**config.mk**
```make
export PLATFORM = sky130hd
export DESIGN_NAME = bus_arbiter_flat
export DESIGN_NICKNAME = d
export VERILOG_FILES = /design/src/rtl/bus_arb_pkg.sv /design/src/rtl/bus_arbiter_if.sv /design/src/rtl/bus_arbiter_rr_pick.sv /design/src/rtl/bus_arbiter.sv /design/src/flat_wrapper.sv
export SDC_FILE = /design/constraint.sdc
export NUM_CORES = 1
export LEC_CHECK = 0
export BUFFER_PORTS_ARGS = -buffer_cell sky130_fd_sc_hd__buf_2
export CORE_MARGIN = 2
export CORE_UTILIZATION = 50
export CTS_CLUSTER_DIAMETER = 50
export DETAILED_ROUTE_END_ITERATION = 6
export GPL_ROUTABILITY_DRIVEN = 0
export GPL_TIMING_DRIVEN = 0
export PLACE_DENSITY = 0.75
export SETUP_SLACK_MARGIN = 0.4
export SLEW_MARGIN = 20
export SYNTH_ARGS = -nofsm -noshare
export SYNTH_HDL_FRONTEND = slang
export SYNTH_HIERARCHICAL = 1
export SYNTH_SLANG_ARGS = --single-unit
export TNS_END_PERCENT = 50
```
**constraint.sdc**
```tcl
create_clock -name clk -period 8 [get_ports clk]
set_input_delay 0.4 -clock clk [delete_from_list [all_inputs] [get_ports clk]]
set_output_delay 0.4 -clock clk [all_outputs]
set_load 0.02 [all_outputs]
```
**src/rtl/bus_arb_pkg.sv**
```systemverilog
// -----------------------------------------------------------------------------
// bus_arb_pkg
// Shared definitions for the round-robin bus arbiter slice:
//   SEL_W           - width of the binary bus-select index (32-to-1 mux)
//   DEFAULT_NUM_REQ - default number of bus requesters
//   arb_state_t     - arbiter FSM states (IDLE: no owner, OWN: one owner)
// -----------------------------------------------------------------------------
package bus_arb_pkg;

    localparam int SEL_W           = 5;
    localparam int DEFAULT_NUM_REQ = 24;

    typedef enum logic {
        IDLE = 1'b0,
        OWN  = 1'b1
    } arb_state_t;

endpackage

```
**src/rtl/bus_arbiter_if.sv**
```systemverilog
// -----------------------------------------------------------------------------
// bus_arbiter_if
// Request/grant bundle between the requesters and the arbiter.
//   req       - per-requester request, bit i is requester i
//   grant     - one-hot grant, zero when the bus is idle
//   bus_sel   - binary index of the granted requester
//   bus_valid - high exactly when grant is non-zero
//   timeout   - one-cycle pulse when a grant is revoked by tenure expiry
// Modports: master = requester side, slave = arbiter side.
// -----------------------------------------------------------------------------
interface bus_arbiter_if
    import bus_arb_pkg::*;
#(
    parameter int NUM_REQ = DEFAULT_NUM_REQ
);

    logic [NUM_REQ-1:0] req;
    logic [NUM_REQ-1:0] grant;
    logic [SEL_W-1:0]   bus_sel;
    logic               bus_valid;
    logic               timeout;

    modport master (
        output req,
        input  grant,
        input  bus_sel,
        input  bus_valid,
        input  timeout
    );

    modport slave (
        input  req,
        output grant,
        output bus_sel,
        output bus_valid,
        output timeout
    );

endinterface

```
**src/rtl/bus_arbiter_rr_pick.sv**
```systemverilog
// -----------------------------------------------------------------------------
// rr_pick
// Combinational round-robin scan: finds the first requester that is asserted
// and not masked, starting at the pointer and scanning upward with wrap from
// NUM_REQ-1 back to 0.
//   i_req   - request vector
//   i_mask  - requesters excluded from this scan
//   i_ptr   - scan start index (must be below NUM_REQ)
//   o_found - an eligible requester exists
//   o_index - index of the chosen requester (0 when none found)
// -----------------------------------------------------------------------------
module rr_pick
    import bus_arb_pkg::*;
#(
    parameter int NUM_REQ = DEFAULT_NUM_REQ
) (
    input  logic [NUM_REQ-1:0] i_req,
    input  logic [NUM_REQ-1:0] i_mask,
    input  logic [SEL_W-1:0]   i_ptr,
    output logic               o_found,
    output logic [SEL_W-1:0]   o_index
);

    logic [NUM_REQ-1:0] w_eligible;

    assign w_eligible = i_req & ~i_mask;

    // Walk offsets 0..NUM_REQ-1 from the pointer; the first hit wins, so the
    // requester sitting just below the pointer ends up lowest priority.
    always_comb begin : pickScan
        int cand;
        o_found = 1'b0;
        o_index = '0;
        cand    = 0;
        for (int k = 0; k < NUM_REQ; k++) begin
            cand = int'(i_ptr) + k;
            if (cand >= NUM_REQ) begin
                cand = cand - NUM_REQ;
            end
            if (!o_found && w_eligible[cand]) begin
                o_found = 1'b1;
                o_index = SEL_W'(cand);
            end
        end
    end

endmodule

```
**src/rtl/bus_arbiter.sv**
```systemverilog
// -----------------------------------------------------------------------------
// bus_arbiter
// Round-robin, non-preemptive bus arbiter with registered outputs. An owner
// keeps the bus while its request stays high; on release the next requester
// (scanning from owner+1) is granted on the very next cycle.
// Optional feature macro: BUS_ARB_TIMEOUT_EN - bounds each grant to
// TIMEOUT_CYCLES cycles, pulses timeout on revocation and masks the revoked
// requester until it drops its request.
// Ports:
//   clk - clock, rising edge
//   clr - synchronous active-low reset
//   bus - bus_arbiter_if.slave (req in; grant, bus_sel, bus_valid, timeout out)
// -----------------------------------------------------------------------------
module bus_arbiter
    import bus_arb_pkg::*;
#(
    parameter int NUM_REQ        = DEFAULT_NUM_REQ,
    parameter int TIMEOUT_CYCLES = 16
) (
    input  logic           clk,
    input  logic           clr,
    bus_arbiter_if.slave   bus
);

    localparam logic [NUM_REQ-1:0] ONE_HOT_0 = {{(NUM_REQ-1){1'b0}}, 1'b1};

    arb_state_t         r_state;
    logic [SEL_W-1:0]   r_owner;
    logic [SEL_W-1:0]   r_ptr;
    logic [NUM_REQ-1:0] r_grant;
    logic [SEL_W-1:0]   r_busSel;
    logic               r_busValid;

    logic               w_ownerReq;
    logic [NUM_REQ-1:0] w_ownerOneHot;
    logic [SEL_W-1:0]   w_nextPtr;
    logic [SEL_W-1:0]   w_scanPtr;
    logic [NUM_REQ-1:0] w_maskEff;
    logic               w_expire;
    logic               w_release;
    logic               w_found;
    logic [SEL_W-1:0]   w_pickIdx;
    logic [NUM_REQ-1:0] w_pickOneHot;

    assign w_ownerReq    = bus.req[r_owner];
    assign w_ownerOneHot = ONE_HOT_0 << r_owner;
    assign w_nextPtr     = (r_owner == SEL_W'(NUM_REQ - 1)) ? '0 : r_owner + SEL_W'(1);

    // While owning, the only scan that matters is the one for the successor,
    // which starts just past the owner; in IDLE the stored pointer is used.
    assign w_scanPtr     = (r_state == OWN) ? w_nextPtr : r_ptr;

    assign w_release     = (r_state == OWN) && (!w_ownerReq || w_expire);
    assign w_pickOneHot  = ONE_HOT_0 << w_pickIdx;

    rr_pick #(
        .NUM_REQ (NUM_REQ)
    ) u_rrPick (
        .i_req   (bus.req),
        .i_mask  (w_maskEff),
        .i_ptr   (w_scanPtr),
        .o_found (w_found),
        .o_index (w_pickIdx)
    );

`ifdef BUS_ARB_TIMEOUT_EN
    localparam int TEN_W = $clog2(TIMEOUT_CYCLES + 1);

    logic [TEN_W-1:0]   r_tenure;
    logic [NUM_REQ-1:0] r_mask;
    logic               r_timeout;
    logic               w_grantNew;

    // Expiry only counts when the owner still wants the bus; a plain release
    // in the same cycle is an ordinary release with no pulse.
    assign w_expire   = (r_state == OWN) && w_ownerReq &&
                        (r_tenure == TEN_W'(TIMEOUT_CYCLES));

    // The expiring owner is excluded from the successor scan immediately,
    // not just from the following cycle on.
    assign w_maskEff  = r_mask | (w_expire ? w_ownerOneHot : '0);

    assign w_grantNew = w_found && ((r_state == IDLE) || w_release);

    // Tenure starts at 1 on the grant edge so that the owner holds the bus for
    // exactly TIMEOUT_CYCLES visible cycles. Mask bits clear once the masked
    // requester is sampled with its request low.
    always_ff @(posedge clk) begin
        if (!clr) begin
            r_tenure  <= '0;
            r_mask    <= '0;
            r_timeout <= 1'b0;
        end else begin
            r_timeout <= w_expire;
            r_mask    <= w_maskEff & bus.req;
            if (w_grantNew) begin
                r_tenure <= TEN_W'(1);
            end else if ((r_state == OWN) && !w_release) begin
                r_tenure <= r_tenure + TEN_W'(1);
            end else begin
                r_tenure <= '0;
            end
        end
    end

    assign bus.timeout = r_timeout;
`else
    assign w_expire    = 1'b0;
    assign w_maskEff   = '0;
    assign bus.timeout = 1'b0;
`endif

    // Arbiter FSM with registered grant/select/valid. A release hands the bus
    // straight to the successor when one exists, otherwise drops to IDLE with
    // all outputs cleared so bus_sel reads 0 whenever bus_valid is low.
    always_ff @(posedge clk) begin
        if (!clr) begin
            r_state    <= IDLE;
            r_owner    <= '0;
            r_ptr      <= '0;
            r_grant    <= '0;
            r_busSel   <= '0;
            r_busValid <= 1'b0;
        end else begin
            unique case (r_state)
                IDLE: begin
                    if (w_found) begin
                        r_state    <= OWN;
                        r_owner    <= w_pickIdx;
                        r_grant    <= w_pickOneHot;
                        r_busSel   <= w_pickIdx;
                        r_busValid <= 1'b1;
                    end
                end
                OWN: begin
                    if (w_release) begin
                        r_ptr <= w_nextPtr;
                        if (w_found) begin
                            r_owner    <= w_pickIdx;
                            r_grant    <= w_pickOneHot;
                            r_busSel   <= w_pickIdx;
                            r_busValid <= 1'b1;
                        end else begin
                            r_state    <= IDLE;
                            r_owner    <= '0;
                            r_grant    <= '0;
                            r_busSel   <= '0;
                            r_busValid <= 1'b0;
                        end
                    end
                end
                default: begin
                    r_state <= IDLE;
                end
            endcase
        end
    end

    assign bus.grant     = r_grant;
    assign bus.bus_sel   = r_busSel;
    assign bus.bus_valid = r_busValid;

endmodule

```
**src/flat_wrapper.sv**
```systemverilog
// flat-port wrapper written by rule: the top's interface ports become plain ports
module bus_arbiter_flat import bus_arb_pkg::*;
#(
    parameter int NUM_REQ        = DEFAULT_NUM_REQ,
    parameter int TIMEOUT_CYCLES = 16
)
  (clk, clr, bus_req, bus_grant, bus_bus_sel, bus_bus_valid, bus_timeout);
  bus_arbiter_if #(.NUM_REQ(NUM_REQ)) bus_i ();
  input  logic clk;
  input  logic clr;
  input wire logic [$bits(bus_i.req)-1:0] bus_req;
  output wire logic [$bits(bus_i.grant)-1:0] bus_grant;
  output wire logic [$bits(bus_i.bus_sel)-1:0] bus_bus_sel;
  output wire logic [$bits(bus_i.bus_valid)-1:0] bus_bus_valid;
  output wire logic [$bits(bus_i.timeout)-1:0] bus_timeout;
  assign bus_i.req = bus_req;
  assign bus_grant = bus_i.grant;
  assign bus_bus_sel = bus_i.bus_sel;
  assign bus_bus_valid = bus_i.bus_valid;
  assign bus_timeout = bus_i.timeout;
  bus_arbiter #(.NUM_REQ(NUM_REQ), .TIMEOUT_CYCLES(TIMEOUT_CYCLES)) u_core (.clk(clk), .clr(clr), .bus(bus_i));
endmodule
```
Yosys cells after proc, flatten, opt, wreduce, memory -nomap -nowiden --
Index checks and enable logic that the tools add are counted.
Storage, ports and cells: bits of input ports 26, logic and storage cells 319, register bits after elaboration 36, output and inout port bits 31
Cells by class: reduce and logical (&&, ||, !) cells 50, bitwise operators 1, $lt $le $gt $ge 49, add/sub/neg operators 48, multiplexer cells 162, shift-type cells 1, eq/ne operators 3
Operators by type and width (number):
- less-than comparator 32 x 7 -> 1 bit, second input constant | 24
- two-way mux 32 bit | 24
- subtractor 6 x 5 -> 7 bit, second input constant | 23
- two-way mux 5 bit | 29
- greater-or-equal comparator 6 x 5 -> 1 bit, second input constant | 23
- binary-select mux 1 bit (select 5 bit) | 25
- two-way mux 1 bit | 77
- two-way mux 24 bit | 3
- adder 5 x 4 -> 6 bit, second input constant | 8
- adder 5 x 5 -> 6 bit, second input constant | 8
- one-hot mux 24 bit (2 select lines) | 1
- adder 5 x 3 -> 6 bit, second input constant | 4
- logical AND 1 bit | 24
- logical NOT 1 bit | 24
- left shift 1 x 5 -> 24 bit, first input constant | 1
- adder 5 x 2 -> 6 bit, second input constant | 2
- one-hot mux 5 bit (2 select lines) | 1
- adder 5 x 1 -> 6 bit, second input constant | 1
- less-than comparator 5 x 6 -> 1 bit, second input constant | 1
- subtractor 5 x 5 -> 6 bit, second input constant | 1
- adder 5 x 1 -> 5 bit, second input constant | 1
- equality test 5 bit, second input constant | 1
- greater-or-equal comparator 5 bit, second input constant | 1
- inequality test 2 bit, second input constant | 2
- 3 further kinds | 5

Depth between registers and ports, before layout --
Gate-level depths: netlist (run 1).
depth after elaboration 82, gate-level depth with buffers 29, mapped depth without buffers 25

Hierarchy --
The synthesis (run 1) kept the hierarchy.
By module, submodules not included:
- rr_pick | times used 1, sequential area each 0.0 µm², cells each 753, area an instance 5584.1 µm²
- bus_arbiter | times used 1, sequential area each 720.7 µm², cells each 166, area an instance 1704.1 µm²

Least setup slack after synthesis (run 1) --
No wires, ideal clock.
path kind reg2reg, start point register, netlist name u_core/bus.bus_sel[0], end point register u_core.r_grant[12] (netlist: u_core/bus.grant[12]), arrival 6074 ps, data required time 7929 ps, path buffers 3, setup time 71 ps, stages on the path, launching flop included 27, setup slack 1855 ps, clock period less this slack 6145 ps, path through dfxtp_1 -> ha_1 -> mux2_2 -> buf_2 -> clkinv_1 -> ha_1 -> clkbuf_1 -> a21boi_1 -> xnor2_1 -> inv_2 -> ha_1 -> or3_1 -> o31a_1 -> o21ba_2 -> o32a_1 -> and4bb_2 -> nand4_2 -> and4bb_1 -> and2_1 -> nand2b_1 -> buf_2 -> o2bb2ai_1 -> nand3_1 -> or3_1 -> a21oi_1 -> nand3_1 -> o2bb2ai_1
RTL lines:
- end signal, assigned | line bus_arbiter.sv:130 | r_grant <= w_pickOneHot;
- end signal, assigned | line bus_arbiter.sv:140 | r_grant <= w_pickOneHot;
- end, declared | line bus_arbiter.sv:30 | logic [NUM_REQ-1:0] r_grant;

==> results.toml, run 1 <==
[clock_network]
htree_levels = 2
cts_root_buffer = "clkbuf_16"
clk_pin_slew_ps = 60
cts_inserted_buffers = 5
clk_path_buf_depth = 2
ctsHoldBuffers = 0
cts_tree = "built"
clkLatencyLatePin_ps = 270
numClockSinks = 36

[floorplanning]
coreArea_um2 = 14400
die-area_um2 = 15600
die_x_um = 125
start_util = 0.507
ioPinCount = 57
die_y_um = 125
rows = 44

[setup_path]
worstSetupPathType = "flip-flop to flip-flop"
cp-end-kind = "flip-flop"
r2r_setup_slack_ps = 550
cp.required_ps = 8200
cp-start-kind = "flip-flop"
path_max_fanout = 10
cp.arrival_ps = 7660

[place]
dpl.hpwl_mm = 20.2
port_buffers = 54

[logic_synthesis]
yosysMostFrequentCell = "nand2_1"
yosysUniqueCellTypes = 92
synthFlopType = "dfxtp_1"
synthTopCellsByCount = "nand2_1 (65), a21oi_1 (63), mux2i_1 (58)"
syn_avg_cell_area_um2 = 7.93
synthTopCellsByArea = "dfxtp_1 (9.9%), mux4_2 (9.6%), mux2i_1 (8.0%)"
yosysSeqAreaShare = 0.0989
netlist_area_um2 = 7290
yosysTopAreaCell = "dfxtp_1"
synth_edf_count = 0
ys_ff_latch = 36
synth_cells = 919
yosysWarnings = 6
synth_top_area_share = 0.0989
async_reset_ff_frac = 0

[drt]
post-route-drc-count = 0
dr_total_vias = 8222
drt_iter0_drc = 877
totalWireLength_mm = 25.9
final_antenna_net_count = 0
via_per_inst = 6.76
first_pass_iters = 6
wl_per_cell_um = 21.3

[hold_path]
hold_class = "flip-flop to flip-flop"

[sta]
fin_crit_ps = 7450
tightest_slew_ps = 804
finalCritPeriodShare = 0.932
maxSlewHeadroom = 0.464
hold_violations = 0
rsz0062_at_grt = "false"
final-max-slew-violation-count = 0
max_freq_mhz = 134
skew_ps = 3.65
setup_viol = 0
setup_tns_ps = 0

[grt]
grt_max_degree = 13
grt_pass1_wl_mm = 39.4
grt_antenna_before_repair = 0
grt_overflow = 0
grt_pass1_vias = 7371
grt_usage = 0.314

[outcome]
status = "completed"

[finish]
fill_cells = 1337
synthToLayoutAreaGrowth_pct = 13.4
antenna_cells = 0
nNetsFinal = 1099
drive_gt1_frac = 0.182

[flow_run]
drv_cap = 0
[registers in the layout (all words and copies together) (netlist names)]
signal	cells
u_core/bus.bus_valid	1
u_core/r_ptr	5
u_core/bus.bus_sel	5
u_core/bus.grant	24
u_core/r_state	1
[kinds of logic (layout without fill, tap and decap cells)]
kind of cell,Yosys count,count (layout),synth area share
AO/OA/AOI/OAI,316,316,0.315
AND/OR/NAND/NOR,304,304,0.226
multiplexers,102,102,0.199
buffers and inverters,90,159,0.0541
adder cells (fa/ha/maj),42,42,0.0721
flip-flops,36,36,0.0989
XOR/XNOR,28,28,0.0347
other,1,45,0.000515
[cells in the final DEF (no fill, tap or decap), drive strengths merged, types with 7 or more instances in the layout]
cell type	synthesis	routed
a32o	8	8
a221oi	7	7
nand2b	35	35
mux4	32	32
o211ai	10	10
clkbuf	22	30
nand4	11	11
mux2	11	11
dfxtp	36	36
nor2b	32	32
nor3b	10	10
o22ai	15	15
inv	37	37
nand2	65	65
o21a	15	15
o21ai	44	44
a21o	11	11
mux2i	59	59
a211oi	21	21
ha	42	42
a21boi	9	9
and3	7	7
nand3b	9	9
a31oi	11	11
nor2	53	53
a21oi	63	63
or3	10	10
buf	29	87
nand3	23	23
o2bb2ai	28	28
conb	1	45
nor3	22	22
xnor2	25	25
o211a	7	7
[cell type report]
cell class | count | area (um2) | area share
plain buffers | 51 | 255 | 0.0309
clock buffers | 5 | 125 | 0.0151
clock inverters | 3 | 42.5 | 0.00515
inverters | 39 | 151 | 0.0183
multi-input cells | 837 | 6420 | 0.776
flip-flops and latches | 36 | 721 | 0.0872
well taps | 184 | 230 | 0.0279
repair buffers | 61 | 323 | 0.0391
[per-layer routing]
layer  routed length [um]  up-vias  track usage
met5                    0        -            0
met4                 1210        0        0.143
met3                 3250       96       0.0717
met2                11400      517        0.490
met1                10100     3846        0.412
li1                     -     3763            -
[stage by stage]
step                      utilization  instance area, um2  setup slack, ps  cells  hold slack [ps]
after floorplan                     -                7450             1860    963              436
after global placement          0.554                7950              325   1201              443
after detailed placement        0.554                7950              200   1201              441
after CTS                       0.566                8140              405   1209              459
after global routing            0.575                8260              372   1216              467
final                           0.575                8260              545   1216              456
[worst max-delay path, cell delays in order (launching register included)]
cell       delay (ps)
dfxtp_1           330
buf_2             240
and2_1            290
nand2_1           110
mux2i_1           160
a21oi_2           370
buf_2             350
clkinv_2          330
ha_1              410
a21oi_1           260
xnor2_1           190
ha_1              230
a311o_1           370
xnor2_1           140
a41oi_1           360
mux2_2            450
and4bb_2          400
nand4_2           240
nor2_2            280
a21oi_1            70
a2111oi_1         580
o21ai_1           220
a31oi_2           360
nor2b_1           230
nand3_1           190
o2bb2ai_1         210
[final timing paths]
kind                    startpoint                    to  cells past startpoint
max          u_core/bus.bus_sel[2]  u_core/bus.grant[23]                     25
min           u_core/bus.grant[14]  u_core/bus.grant[14]                      1
max reg2reg  u_core/bus.bus_sel[2]  u_core/bus.grant[23]                     25
min reg2reg   u_core/bus.grant[14]  u_core/bus.grant[14]                      1
[timing repair]
item	CTS	global route
setup endpoints to repair	24	27
gates resized for setup	3	22
endpoints found under the hold margin	0	0
buffers inserted	0	7
gates cloned	0	0
pin swaps	0	1
Power of run 1 is not shown: default switching activity piles up to over one toggle a cycle in this logic, so the estimate is an artifact.
==> run 2: changes to the inputs <==
--- a/config.mk
+++ b/config.mk
@@ -6,7 +6,6 @@
 export NUM_CORES = 1
 export LEC_CHECK = 0
 export BUFFER_PORTS_ARGS = -buffer_cell sky130_fd_sc_hd__buf_2
-export CORE_MARGIN = 2
 export CORE_UTILIZATION = 50
 export CTS_CLUSTER_DIAMETER = 50
 export DETAILED_ROUTE_END_ITERATION = 6
==> results.toml, run 2 (synthesized netlist as in run 1, its figures left out) <==
[outcome]
status = "completed"

[finish]
multi_input_area_um2 = 6430
stdcell_count = 1209
largest_reg_flops = 24
final_common_cell = "buf_2"
antenna_cells = 0
drive_gt1_frac = 0.179
fill_cells = 1300
nNetsFinal = 1096
mostFrequentLayoutCells = "buf_2 (75), nand2_1 (65), a21oi_1 (61)"
area.sequential_um2 = 721
synthToLayoutAreaGrowth_pct = 13.1

[floorplanning]
ioPinCount = 57
die_x_um = 123
start_util = 0.519
coreArea_um2 = 14000
rows = 43
die-area_um2 = 15100
die_y_um = 123

[sta]
setup_tns_ps = 0
maxSlewHeadroom = 0.456
hold_violations = 0
fin_crit_ps = 7260
whs_ps = 455
rsz0062_at_grt = "false"
skew_ps = 2.97
max_freq_mhz = 138
finalCritPeriodShare = 0.908
tightest_slew_ps = 812
final-max-slew-violation-count = 0
worst_slack_ps = 739
setup_viol = 0

[clock_network]
htree_levels = 2
clk_path_buf_depth = 2
clk_pin_slew_ps = 50
cts_inserted_buffers = 5
cts_root_buffer = "clkbuf_16"
ctsHoldBuffers = 0
numClockSinks = 36
cts_tree = "built"
clkLatencyLatePin_ps = 280

[place]
dp.cells = 1197
dpl.hpwl_mm = 19.9
port_buffers = 54
pre_cts_ws_ps = 309

[grt]
grt_antenna_before_repair = 0
grt_pass1_vias = 7389
grt_overflow = 0
grt_pass1_wl_mm = 39.5
grt_max_degree = 13
grt_usage = 0.342

[drt]
dr_total_vias = 8239
final_antenna_net_count = 0
via_per_inst = 6.81
first_pass_iters = 6
drt_iter0_drc = 1079
totalWireLength_mm = 25.8
post-route-drc-count = 0
wl_per_cell_um = 21.4

[hold_path]
hold_class = "flip-flop to flip-flop"
min_from = "u_core/bus.grant[23]"

[setup_path]
path_max_fanout = 10
worstSetupPathType = "flip-flop to flip-flop"
cp.arrival_ps = 7460
cp.required_ps = 8200
cp-end-kind = "flip-flop"
cp-start-kind = "flip-flop"
r2r-start = "u_core/bus.bus_sel[0]"
setup.worst_path.start = "u_core/bus.bus_sel[0]"

[flow_run]
drv_cap = 0
run 2: cell types whose count changed in the layout (fill, tap and decap cells not counted), sizes merged:
cell      before  now
clkinvlp       2    1
buf           87   86
clkbuf        30   29
run 2: critical path: stages (launching register included):
cell        delay [ps]
dfxtp_1            390
ha_1               340
mux2_2             340
buf_2              360
clkinvlp_4         310
ha_1               360
clkbuf_1           600
mux4_2             650
and3_1             240
or3_1              350
clkbuf_1           220
nor4_4             610
nand4_2            340
buf_2              290
nor3_2             400
nor4_1             130
a32oi_2            410
nand3b_1           130
a21oi_1            140
nand3_1            280
o2bb2ai_1          250
run 2: layout make-up:
cell class	instances	area share
plain buffers	51	0.0305
clock buffers	6	0.0156
clock inverters	2	0.00425
inverters	39	0.0184
multi-input cells	837	0.780
flip-flops and latches	36	0.0874
well taps	180	0.0273
repair buffers	58	0.0364
run 2: timing repair:
action | CTS | global route
hold endpoints to repair | 0 | 0
pin swaps | 0 | 1
setup endpoints to repair | 20 | 27
buffers inserted | 0 | 4
resized for setup | 3 | 22
run 2: layer usage:
metal  routed length (um)  GRT usage  up-vias
met5                    0          0        -
met2                11100      0.519      574
met1                10400      0.453     3806
met4                 1260      0.162        0
met3                 3070     0.0841      114
li1                     -          -     3745
run 2: final timing paths:
path	end	slack, ps	cells past startpoint
worst min-delay path	u_core/bus.grant[23]	450	1
worst max register to register	u_core/bus.grant[13]	740	20
worst min register to register	u_core/bus.grant[23]	450	1
worst max-delay path	u_core/bus.grant[13]	740	20
run 2: metrics by stage:
| step | cell area (um2) | util |
|---|---|---|
| 4_1_cts | 8130 | 0.579 |
| 3_5_place_dp | 7950 | 0.566 |
| 3_3_place_gp | 7950 | 0.566 |
| 5_1_grt | 8240 | 0.587 |
| 6_report | 8240 | 0.587 |
| 2_1_floorplan | 7450 | - |
Power of run 2 is left out for the same reason.
